--- src/rtl/game_turn_controller.sv ---
// game_turn_controller
//   Central sequencer for the two-player code-breaking game. Both players share one switch
//   bank and one debounced button. The block handles secret entry, alternating guesses,
//   win/draw detection and a timed win-banner hold before the final display.
//
// Ports
//   clk           system clock, rising edge
//   rst           asynchronous active-low reset
//   btn_pulse     debounced press, one cycle high per press
//   switches      live switch bank
//   right_cnt     exact-match count from the external comparator (guess_o vs opp_secret_o)
//   secret1_o     P1 secret (guessed by P2)
//   secret2_o     P2 secret (guessed by P1)
//   guess_o       last latched guess
//   opp_secret_o  secret of the player not on the move (combinational)
//   active_o      player to move: 0=P1, 1=P2
//   state_o       encoded state: 0 P1_SET, 1 P2_SET, 2 GUESS, 3 CHECK, 4 WIN, 5 DISP
//   round_o       current round, 0 before play, 1..MAX_ROUNDS
//   win_o         00 none, 01 P1 won, 10 P2 won, 11 draw
//   leds_o        registered LED mirror: switches while entering, guess afterwards
module game_turn_controller #(
  parameter int unsigned CODE_W          = 16,
  parameter int unsigned DIGITS          = 4,
  parameter int unsigned MAX_ROUNDS      = 10,
  parameter int unsigned WIN_HOLD_CYCLES = 500000000
) (
  input  logic              clk,
  input  logic              rst,
  input  logic              btn_pulse,
  input  logic [CODE_W-1:0] switches,
  input  logic [2:0]        right_cnt,
  output logic [CODE_W-1:0] secret1_o,
  output logic [CODE_W-1:0] secret2_o,
  output logic [CODE_W-1:0] guess_o,
  output logic [CODE_W-1:0] opp_secret_o,
  output logic              active_o,
  output logic [2:0]        state_o,
  output logic [3:0]        round_o,
  output logic [1:0]        win_o,
  output logic [CODE_W-1:0] leds_o
);

  localparam int unsigned TimerW = (WIN_HOLD_CYCLES > 1) ? $clog2(WIN_HOLD_CYCLES) : 1;
  localparam logic [TimerW-1:0] TimerLast = TimerW'(WIN_HOLD_CYCLES - 1);
  localparam logic [3:0]        LastRound = 4'(MAX_ROUNDS);

  typedef enum logic [2:0] {
    StP1Set = 3'd0,
    StP2Set = 3'd1,
    StGuess = 3'd2,
    StCheck = 3'd3,
    StWin   = 3'd4,
    StDisp  = 3'd5
  } state_e;

  state_e              state_q, state_d;
  logic [CODE_W-1:0]   secret1_q, secret1_d;
  logic [CODE_W-1:0]   secret2_q, secret2_d;
  logic [CODE_W-1:0]   guess_q, guess_d;
  logic [CODE_W-1:0]   leds_q, leds_d;
  logic                active_q, active_d;
  logic [3:0]          round_q, round_d;
  logic [1:0]          win_q, win_d;
  logic [TimerW-1:0]   timer_q, timer_d;
  logic                full_match;

  // Counts above DIGITS are not a full match and fall through to the draw/alternate rules.
  assign full_match = (32'(right_cnt) == DIGITS);

  always_comb begin
    state_d   = state_q;
    secret1_d = secret1_q;
    secret2_d = secret2_q;
    guess_d   = guess_q;
    active_d  = active_q;
    round_d   = round_q;
    win_d     = win_q;
    timer_d   = '0;

    case (state_q)
      StP1Set: begin
        if (btn_pulse) begin
          secret1_d = switches;
          state_d   = StP2Set;
        end
      end
      StP2Set: begin
        if (btn_pulse) begin
          secret2_d = switches;
          active_d  = 1'b0;
          round_d   = 4'd1;
          state_d   = StGuess;
        end
      end
      StGuess: begin
        if (btn_pulse) begin
          guess_d = switches;
          state_d = StCheck;
        end
      end
      StCheck: begin
        // right_cnt is only looked at here, a full cycle after the guess was latched.
        if (full_match) begin
          win_d   = active_q ? 2'b10 : 2'b01;
          state_d = StWin;
        end else if (active_q && (round_q == LastRound)) begin
          win_d   = 2'b11;
          state_d = StWin;
        end else begin
          active_d = ~active_q;
          if (active_q) begin
            round_d = round_q + 4'd1;
          end
          state_d = StGuess;
        end
      end
      StWin: begin
        if (timer_q == TimerLast) begin
          state_d = StDisp;
        end else begin
          timer_d = timer_q + 1'b1;
        end
      end
      StDisp: begin
        if (btn_pulse) begin
          secret1_d = '0;
          secret2_d = '0;
          guess_d   = '0;
          active_d  = 1'b0;
          round_d   = '0;
          win_d     = '0;
          state_d   = StP1Set;
        end
      end
      default: begin
        // Unused encodings recover to the start of a game.
        state_d = StP1Set;
      end
    endcase
  end

  always_comb begin
    leds_d = guess_q;
    if ((state_q == StP1Set) || (state_q == StP2Set) || (state_q == StGuess)) begin
      leds_d = switches;
    end
  end

  always_ff @(posedge clk or negedge rst) begin
    if (!rst) begin
      state_q   <= StP1Set;
      secret1_q <= '0;
      secret2_q <= '0;
      guess_q   <= '0;
      leds_q    <= '0;
      active_q  <= 1'b0;
      round_q   <= '0;
      win_q     <= '0;
      timer_q   <= '0;
    end else begin
      state_q   <= state_d;
      secret1_q <= secret1_d;
      secret2_q <= secret2_d;
      guess_q   <= guess_d;
      leds_q    <= leds_d;
      active_q  <= active_d;
      round_q   <= round_d;
      win_q     <= win_d;
      timer_q   <= timer_d;
    end
  end

  assign secret1_o    = secret1_q;
  assign secret2_o    = secret2_q;
  assign guess_o      = guess_q;
  assign opp_secret_o = active_q ? secret1_q : secret2_q;
  assign active_o     = active_q;
  assign state_o      = state_q;
  assign round_o      = round_q;
  assign win_o        = win_q;
  assign leds_o       = leds_q;

endmodule

--- config.mk ---
export PLATFORM = sky130hd
export DESIGN_NAME = game_turn_controller
export DESIGN_NICKNAME = d
export VERILOG_FILES = /design/src/rtl/game_turn_controller.sv
export SDC_FILE = /design/constraint.sdc
export NUM_CORES = 1
export LEC_CHECK = 0
export CORE_AREA = 2 2 105 107
export CTS_CLUSTER_SIZE = 40
export DETAILED_ROUTE_END_ITERATION = 8
export DIE_AREA = 0 0 107 109
export HOLD_SLACK_MARGIN = 0.05
export PLACE_DENSITY = 0.73
export SYNTH_ARGS = -nofsm -noshare
export SYNTH_HDL_FRONTEND = slang
export SYNTH_SLANG_ARGS = --single-unit
--- constraint.sdc ---
create_clock -name clk -period 3.5 [get_ports clk]
set_input_delay 0.7 -clock clk [delete_from_list [all_inputs] [get_ports clk]]
set_output_delay 0.7 -clock clk [all_outputs]
set_load 0.005 [all_outputs]
==> results of run 1 <==
sequential cells by signal, summed over array words and instances, names as in the netlist:
signal	flops
timer_q	29
guess_o	16
leds_o	16
secret1_o	16
secret2_o	16
round_o	4
state_o	3
win_o	2
active_o	1
final timing paths:
check / startpoint / end / slack, ps / depth (start not counted)
max in group asynchronous: rst / secret1_o[5] / 2190 / 2
min reg2reg: timer_q[0] / timer_q[0] / 480 / 1
max reg2reg: timer_q[15] / timer_q[23] / 1010 / 5
min in group asynchronous: rst / guess_o[15] / 520 / 1
min: timer_q[0] / timer_q[0] / 480 / 1
max: active_o / opp_secret_o[14] / 660 / 2
cells in the mapped netlist, drive strengths merged:
library cell	number
dfrtp	103
nand2	79
o21ai	62
mux2	33
clkbuf	18
a211oi	14
nand3	13
nor3	13
or3	10
or4	10
inv	8
nand4	8
o31ai	8
a21oi	7
buf	7
xor2	7
and4	6
nor2	6
xnor2	5
and3	4
nor3b	4
ha	3
a2bb2oi	2
a31oi	2
and2	2
and3b	2
nand3b	2
nor4b	2
o21a	2
a21o	1
dlygate4sd1	1
nor2b	1
nor4	1
o221ai	1
or4b	1
where the power goes:
part | leakage [uW] | switching [uW] | internal, uW
registers | 0.00140 | 6.30 | 1190
clock network | 0.000103 | 405 | 372
logic | 0.00109 | 41.5 | 34.3
total | 0.00260 | 452 | 1600
stage by stage:
step | setup WS (ps) | instance area [sq um] | power [uW] | util | hold slack (ps)
final | 657.1 | 6093 | 2050 | 0.5747 | 478.0
after global routing | 589.4 | 6093 | 2125 | 0.5747 | 499.5
after CTS | 659.8 | 6093 | 2066 | 0.5747 | 469.1
after detailed placement | 988.6 | 5887 | 1299 | 0.5552 | 456.2
after global placement | 1004 | 5887 | 1297 | 0.5552 | 446.9
after floorplan | 1440 | 4676 | 1237 | - | 404.4
area by class of cell:
cell class | count | area (sq um) | area share
Multi-Input combinational cell | 311 | 1943 | 0.3189
Inverter | 8 | 30.03 | 0.004928
Clock inverter | 4 | 51.30 | 0.008419
Clock buffer | 12 | 155.1 | 0.02546
Timing Repair Buffer | 118 | 1161 | 0.1906
Tap cell | 140 | 175.2 | 0.02875
Sequential cell | 103 | 2577 | 0.4230
critical path, stage by stage (launching register included):
cell,delay [ps]
sky130_fd_sc_hd__dfrtp_1,900
sky130_fd_sc_hd__mux2_2,410
sky130_fd_sc_hd__clkdlybuf4s50_1,460
per-layer routing:
| layer | track usage | share of wire |
|---|---|---|
| met1 | 0.2677 | 0.47 |
| met2 | 0.3167 | 0.48 |
| met3 | 0.02989 | 0.044 |
| met4 | 0.06586 | 0.012 |
| met5 | 0 | 0 |
logic make-up (layout without fill, tap and decap cells):
kind of cell / Yosys count / count (layout) / synth area share
buf+inv: 34 / 142 / 0.03479
fa+ha+maj: 3 / 3 / 0.008029
flops: 103 / 103 / 0.5512
compound gates: 99 / 99 / 0.1226
xor+xnor: 12 / 12 / 0.02248
mux: 33 / 33 / 0.07948
simple gates: 164 / 164 / 0.1814
==> qor.log, run 1 <==
qor: clock_network.cts.clk_slew.worst_paths 100 ps
qor: clock_network.cts.repair_timing.setup_buffer_count 0
qor: power_and_ir_drop.pwr_density_cell 336.5 nW/um^2
qor: grt.global_route.usage.total 0.1944
qor: logic_synthesis.syn_nets 473
qor: logic_synthesis.syn_inst 448
qor: cells_and_area.post_route_cells_drive_above_1_share 0.1151
qor: timing.rsz0062_at_grt no
qor: clock_network.clkLatencyLatePin 370 ps
qor: run.max_cap_viol_count 0
qor: power_and_ir_drop.static-leakage-power 0.002597 uW
qor: clock_network.cts_inserted_buffers 9
qor: clock_network.maximum_count_of_clock_buffers_along_a_single_path 2
qor: logic_synthesis.netlist_top_cells_area sky130_fd_sc_hd__dfrtp_1 55%, sky130_fd_sc_hd__mux2_2 7.9%, sky130_fd_sc_hd__o21ai_0 6.6%, sky130_fd_sc_hd__nand2_1 6.3%, sky130_fd_sc_hd__a211oi_1 2.2%
qor: cells_and_area.layout.cells.most_common sky130_fd_sc_hd__clkdlybuf4s50_1
qor: cells_and_area.layout.filler_cells 881
qor: grt.wire_length_of_the_first_global_routing_pass 17.92 mm
qor: grt.grt_start_max_net_pins 90
qor: timing.maxClockFrequency 351.7 MHz
qor: drt.vias 3794
qor: logic_synthesis.synth-seq-area-share 0.5512
qor: die.initial_cell_density_of_the_core 0.4410
qor: cells_and_area.most-common-layout-cells 110 x sky130_fd_sc_hd__clkdlybuf4s50_1, 103 x sky130_fd_sc_hd__dfrtp_1, 79 x sky130_fd_sc_hd__nand2_1, 61 x sky130_fd_sc_hd__o21ai_0, 33 x sky130_fd_sc_hd__mux2_2
qor: placed_design.post-dp-hpwl 7.724 mm
qor: status.outcome complete, no violations
qor: worst_setup_path.cp-end-kind primary output
qor: power_and_ir_drop.vdd_ir_drop_max 0.2140 mV
qor: timing.final-setup-viol-count 0
qor: timing.finalCritPeriodShare 0.8123
qor: placed_design.placedCellCount 680
qor: logic_synthesis.synth.ff_latch_count 103
qor: worst_setup_path.crit_required 2800 ps
qor: worst_setup_path.timing_worst_setup_path_type register to primary output
qor: worst_setup_path.worst_setup_path_start_kind register
qor: placed_design.gp_congestion 0.8016
qor: timing.maxSlewHeadroom 0.2615
qor: cells_and_area.flow.area_growth_from_synthesis 30.32%
qor: die.floorplan.rows 38
qor: placed_design.io_buffer_count 111
qor: cells_and_area.final_cell_count_no_fill 696
qor: worst_setup_path.crit_fanout 20
qor: drt.drcViolationCount 0
qor: cells_and_area.antenna_cells_inserted 0
qor: logic_synthesis.post_synth_top_area_cell sky130_fd_sc_hd__dfrtp_1
qor: die.floorplan.die.width 107 um
qor: grt.grt_overflow 0
qor: die.dieArea 11660 sq um
qor: clock_network.cts.sink_count 103
qor: timing.aggregate_negative_setup_slack 0 ps
qor: logic_synthesis.synth_cell_types 42
qor: die.core-area 10600 sq um
qor: drt.postRouteWirelength 11.09 mm
qor: die.boundaryPins 112
qor: logic_synthesis.yosys.area.top_type_share 0.5512
qor: drt.routed_wire_length_per_instance 15.94 um
qor: logic_synthesis.netlist_area 4676 sq um
qor: clock_network.holdBufCountCts 0
qor: cells_and_area.nets 576
qor: logic_synthesis.synth_warnings 0
qor: worst_setup_path.timing.critical_path.arrival 2140 ps
qor: clock_network.htree_num_levels 3
qor: timing.timing.final.max_slew_violations 0
qor: timing.worst_slew_pin_slew 1105 ps
qor: drt.detailedRoute.firstPassIterationCount 4
qor: clock_network.cts_tree built
qor: timing.post_route_skew 11.72 ps
qor: clock_network.cts-resized-gates 0
qor: drt.ant_nets 0
qor: timing.period_needed 2843 ps
qor: drt.vias_per_cell 5.451
qor: logic_synthesis.syn-mean-instance-area 10.44 sq um
qor: timing.timing.final.hold_violations 0
qor: drt.initialDrtViolationCount 172
qor: grt.grt_antenna_before_repair 0
qor: grt.grt_pass1_vias 3511
qor: hold_path.min-delay-path-class register to register
qor: die.fp.dieH 109 um
qor: clock_network.clock-root-buffer sky130_fd_sc_hd__clkbuf_8
No activity file was read; power rests on OpenSTA's default activity.
==> inputs of run 2 (changes only) <==
--- a/config.mk
+++ b/config.mk
@@ -10,7 +10,7 @@
 export DETAILED_ROUTE_END_ITERATION = 8
 export DIE_AREA = 0 0 107 109
 export HOLD_SLACK_MARGIN = 0.05
-export PLACE_DENSITY = 0.73
+export PLACE_DENSITY = 0.76
 export SYNTH_ARGS = -nofsm -noshare
 export SYNTH_HDL_FRONTEND = slang
 export SYNTH_SLANG_ARGS = --single-unit
==> constraint.sdc (replaced) <==
create_clock -name clk -period 2.5 [get_ports clk]
set_input_delay 0.5 -clock clk [delete_from_list [all_inputs] [get_ports clk]]
set_output_delay 0.5 -clock clk [all_outputs]
set_load 0.005 [all_outputs]
==> run 2 against run 1 <==
Compared with the run above:
- cell count increased by 0.72%
- hold slack got worse by 380 ps
- core utilization grew 0.28 points
- worst setup slack worse by 560 ps
- die area unchanged
- sequential cell count is the same
- cell area increased by 0.49%
- critical path depth rose by 1
- first-iteration DRC count grew 14%
- routed wire length is 3.0% higher
- largest cell class unchanged
==> qor.log, run 2 (synthesis results as in run 1) <==
qor: clock_network.cts_inserted_buffers 9 [unchanged]
qor: worst_setup_path.ff2ff_setup_slack 320 ps [was 1010 ps]
qor: hold_path.min-delay-path-class primary input to asynchronous set/reset pin [was register to register]
qor: timing.maxSlewHeadroom 0.5468 [was 0.2615]
qor: worst_setup_path.rr_worst_depth 5 [unchanged]
qor: die.fp.dieH 109 um [unchanged]
qor: cells_and_area.antenna_cells_inserted 0 [unchanged]
qor: timing.aggregate_negative_setup_slack 0 ps [unchanged]
qor: clock_network.htree_num_levels 3 [unchanged]
qor: drt.vias 3837 [was 3794]
qor: cells_and_area.flow.area_growth_from_synthesis 30.96% [was 30.32%]
qor: status.outcome complete, no violations [unchanged]
qor: grt.grt_start_max_net_pins 50 [was 90]
qor: power_and_ir_drop.vdd_ir_drop_max 0.2765 mV [was 0.2140 mV]
qor: worst_setup_path.worst_setup_path_start_kind register [unchanged]
qor: drt.vias_per_cell 5.474 [was 5.451]
qor: power_and_ir_drop.combinationalPowerShare 0.041 [was 0.037]
qor: die.floorplan.die.width 107 um [unchanged]
qor: drt.ant_nets 0 [unchanged]
qor: power_and_ir_drop.seq_power_share 0.601 [was 0.584]
qor: clock_network.cts.clk_slew.worst_paths 100 ps [about the same]
qor: cells_and_area.design_area_final 6123 sq um [was 6093 sq um]
qor: drt.routed_wire_length_per_instance 16.29 um [was 15.94 um]
qor: timing.timing.final.hold_violations 0 [unchanged]
qor: power_and_ir_drop.static-leakage-power 0.002618 uW [was 0.002597 uW]
qor: timing.finalCritPeriodShare 0.9612
qor: cells_and_area.most-common-layout-cells 110 x sky130_fd_sc_hd__clkdlybuf4s50_1, 103 x sky130_fd_sc_hd__dfrtp_1, 79 x sky130_fd_sc_hd__nand2_1, 61 x sky130_fd_sc_hd__o21ai_0, 33 x sky130_fd_sc_hd__mux2_2 [unchanged]
qor: timing.final-setup-viol-count 0 [unchanged]
qor: worst_setup_path.timing.critical_path.arrival 1900 ps [was 2140 ps]
qor: timing.timing.final.max_slew_violations 0 [unchanged]
qor: worst_setup_path.timing_worst_setup_path_type register to primary output [unchanged]
qor: cells_and_area.post_route_cells_drive_above_1_share 0.1230 [was 0.1151]
qor: run.max_cap_viol_count 0 [unchanged]
qor: drt.initialDrtViolationCount 196 [was 172]
qor: cells_and_area.nets 581 [was 576]
qor: grt.grt_pass1_vias 3787 [was 3511]
qor: placed_design.dpl-instance-area 5937 sq um [was 5887 sq um]
qor: grt.global_route.usage.total 0.2034 [was 0.1944]
qor: timing.maxClockFrequency 416.2 MHz
qor: die.boundaryPins 112 [unchanged]
qor: power_and_ir_drop.power_switching 662.0 uW [was 452.4 uW]
qor: worst_setup_path.cp-end-kind primary output [unchanged]
qor: placed_design.gp_congestion 0.8266 [was 0.8016]
qor: grt.grt_antenna_before_repair 0 [unchanged]
qor: cells_and_area.largest_register_ff_count 29 [unchanged]
qor: clock_network.clkLatencyLatePin 380 ps [was 370 ps]
qor: power_and_ir_drop.clkPwrFrac 0.357 [was 0.379]
qor: clock_network.cts_tree built [unchanged]
qor: timing.rsz0062_at_grt no [unchanged]
qor: clock_network.clock-root-buffer sky130_fd_sc_hd__clkbuf_8 [unchanged]
qor: worst_setup_path.critical_path.reg2reg.endpoint timer_q[24] [was timer_q[23]]
qor: power_and_ir_drop.switching_fraction 0.2378 [was 0.2206]
qor: placed_design.pre_cts_slack 198.1 ps [was 988.6 ps]
qor: placed_design.io_buffer_count 111 [unchanged]
qor: clock_network.cts.sink_count 103 [unchanged]
qor: worst_setup_path.crit_fanout 16 [was 20]
qor: grt.wire_length_of_the_first_global_routing_pass 18.74 mm [was 17.92 mm]
qor: grt.grt_overflow 0 [unchanged]
qor: drt.postRouteWirelength 11.42 mm [was 11.09 mm]
qor: cells_and_area.largest-register timer_q [unchanged]
qor: worst_setup_path.worst_r2r_startpoint timer_q[0] [was timer_q[15]]
qor: drt.drcViolationCount 0 [unchanged]
qor: die.core-area 10600 sq um [unchanged]
qor: die.floorplan.rows 38 [unchanged]
qor: power_and_ir_drop.p_int 2122 uW [was 1598 uW]
qor: die.dieArea 11660 sq um [unchanged]
qor: power_and_ir_drop.pwr_density_cell 454.6 nW/um^2 [was 336.5 nW/um^2]
qor: timing.worst_slew_pin_slew 678.2 ps [was 1105 ps]
qor: worst_setup_path.crit_required 2000 ps [was 2800 ps]
qor: placed_design.post-dp-hpwl 8.151 mm [was 7.724 mm]
qor: timing.finalHoldWorstSlack 98.52 ps [was 478.0 ps]
qor: die.initial_cell_density_of_the_core 0.4410 [unchanged]
qor: drt.detailedRoute.firstPassIterationCount 5 [was 4]
qor: cells_and_area.finalCoreUtilization 0.5775 [was 0.5747]
qor: clock_network.cts.repair_timing.setup_buffer_count 0 [unchanged]
qor: timing.post_route_skew 10.32 ps [was 11.72 ps]
qor: cells_and_area.layout.cells.most_common sky130_fd_sc_hd__clkdlybuf4s50_1 [unchanged]
qor: timing.finalWorstSetupSlack 97.11 ps [was 657.1 ps]
qor: timing.period_needed 2403 ps
qor: clock_network.maximum_count_of_clock_buffers_along_a_single_path 2 [unchanged]
==> run 2: worst max path at each step <==
stage,startpoint,endpoint,cells after the start
after floorplan,timer_q[11],timer_q[11],5
after global placement,right_cnt[2],round_o[3],5
after detailed placement,right_cnt[2],round_o[3],5
after CTS,active_o,opp_secret_o[14],3
after global routing,active_o,opp_secret_o[14],3
final,active_o,opp_secret_o[14],3
==> run 2: worst max-delay path: stages, from the launching register on <==
cell and delay [ps]:
sky130_fd_sc_hd__dfrtp_1 460, sky130_fd_sc_hd__buf_6 230, sky130_fd_sc_hd__mux2_2 360, sky130_fd_sc_hd__clkdlybuf4s50_1 470
==> run 2: power by group through the flow <==
stage | registers, uW | clock network (uW) | logic, uW
global placement | 1710 | 0 | 115
detailed placement | 1710 | 0 | 117
floorplan | 1710 | 0 | 25.6
CTS | 1670 | 1010 | 118
global route | 1680 | 1080 | 130
finish | 1670 | 995 | 115
==> run 2: what timing repair did <==
item                       4_1_cts  5_1_grt
hold buffers                     0        0
resized for setup                0        1
setup endpoints to repair        0       13
==> run 2: area by class of cell <==
class | instances | area (sq um)
Clock buffer | 11 | 141.4
Tap cell | 140 | 175.2
Sequential cell | 103 | 2577
Clock inverter | 5 | 41.29
Fill cell | 910 | 4479
Multi-Input combinational cell | 311 | 1943
Timing Repair Buffer | 123 | 1215
Inverter | 8 | 30.03
==> run 2: per-layer routing <==
layer | vias up | wire (um) | share of wire | global-route usage
met4 | 0 | 155 | 0.014 | 0.06865
met2 | 111 | 5846 | 0.51 | 0.3462
met3 | 12 | 527 | 0.046 | 0.03766
li1 | 1817 | - | - | -
met1 | 1897 | 4892 | 0.43 | 0.2636
met5 | - | 0 | 0 | 0
==> run 2: stage by stage <==
stage	power, uW	std cells
after CTS	2803	701
after floorplan	1732	448
after detailed placement	1824	685
final	2784	701
after global routing	2885	701
after global placement	1821	685
==> inputs of run 3 (changes only) <==
--- a/config.mk
+++ b/config.mk
@@ -14,3 +14,4 @@
 export SYNTH_ARGS = -nofsm -noshare
 export SYNTH_HDL_FRONTEND = slang
 export SYNTH_SLANG_ARGS = --single-unit
+export TNS_END_PERCENT = 30
==> results of run 3 <==
Final layout, timing and power as in run 2 (identical DEF).
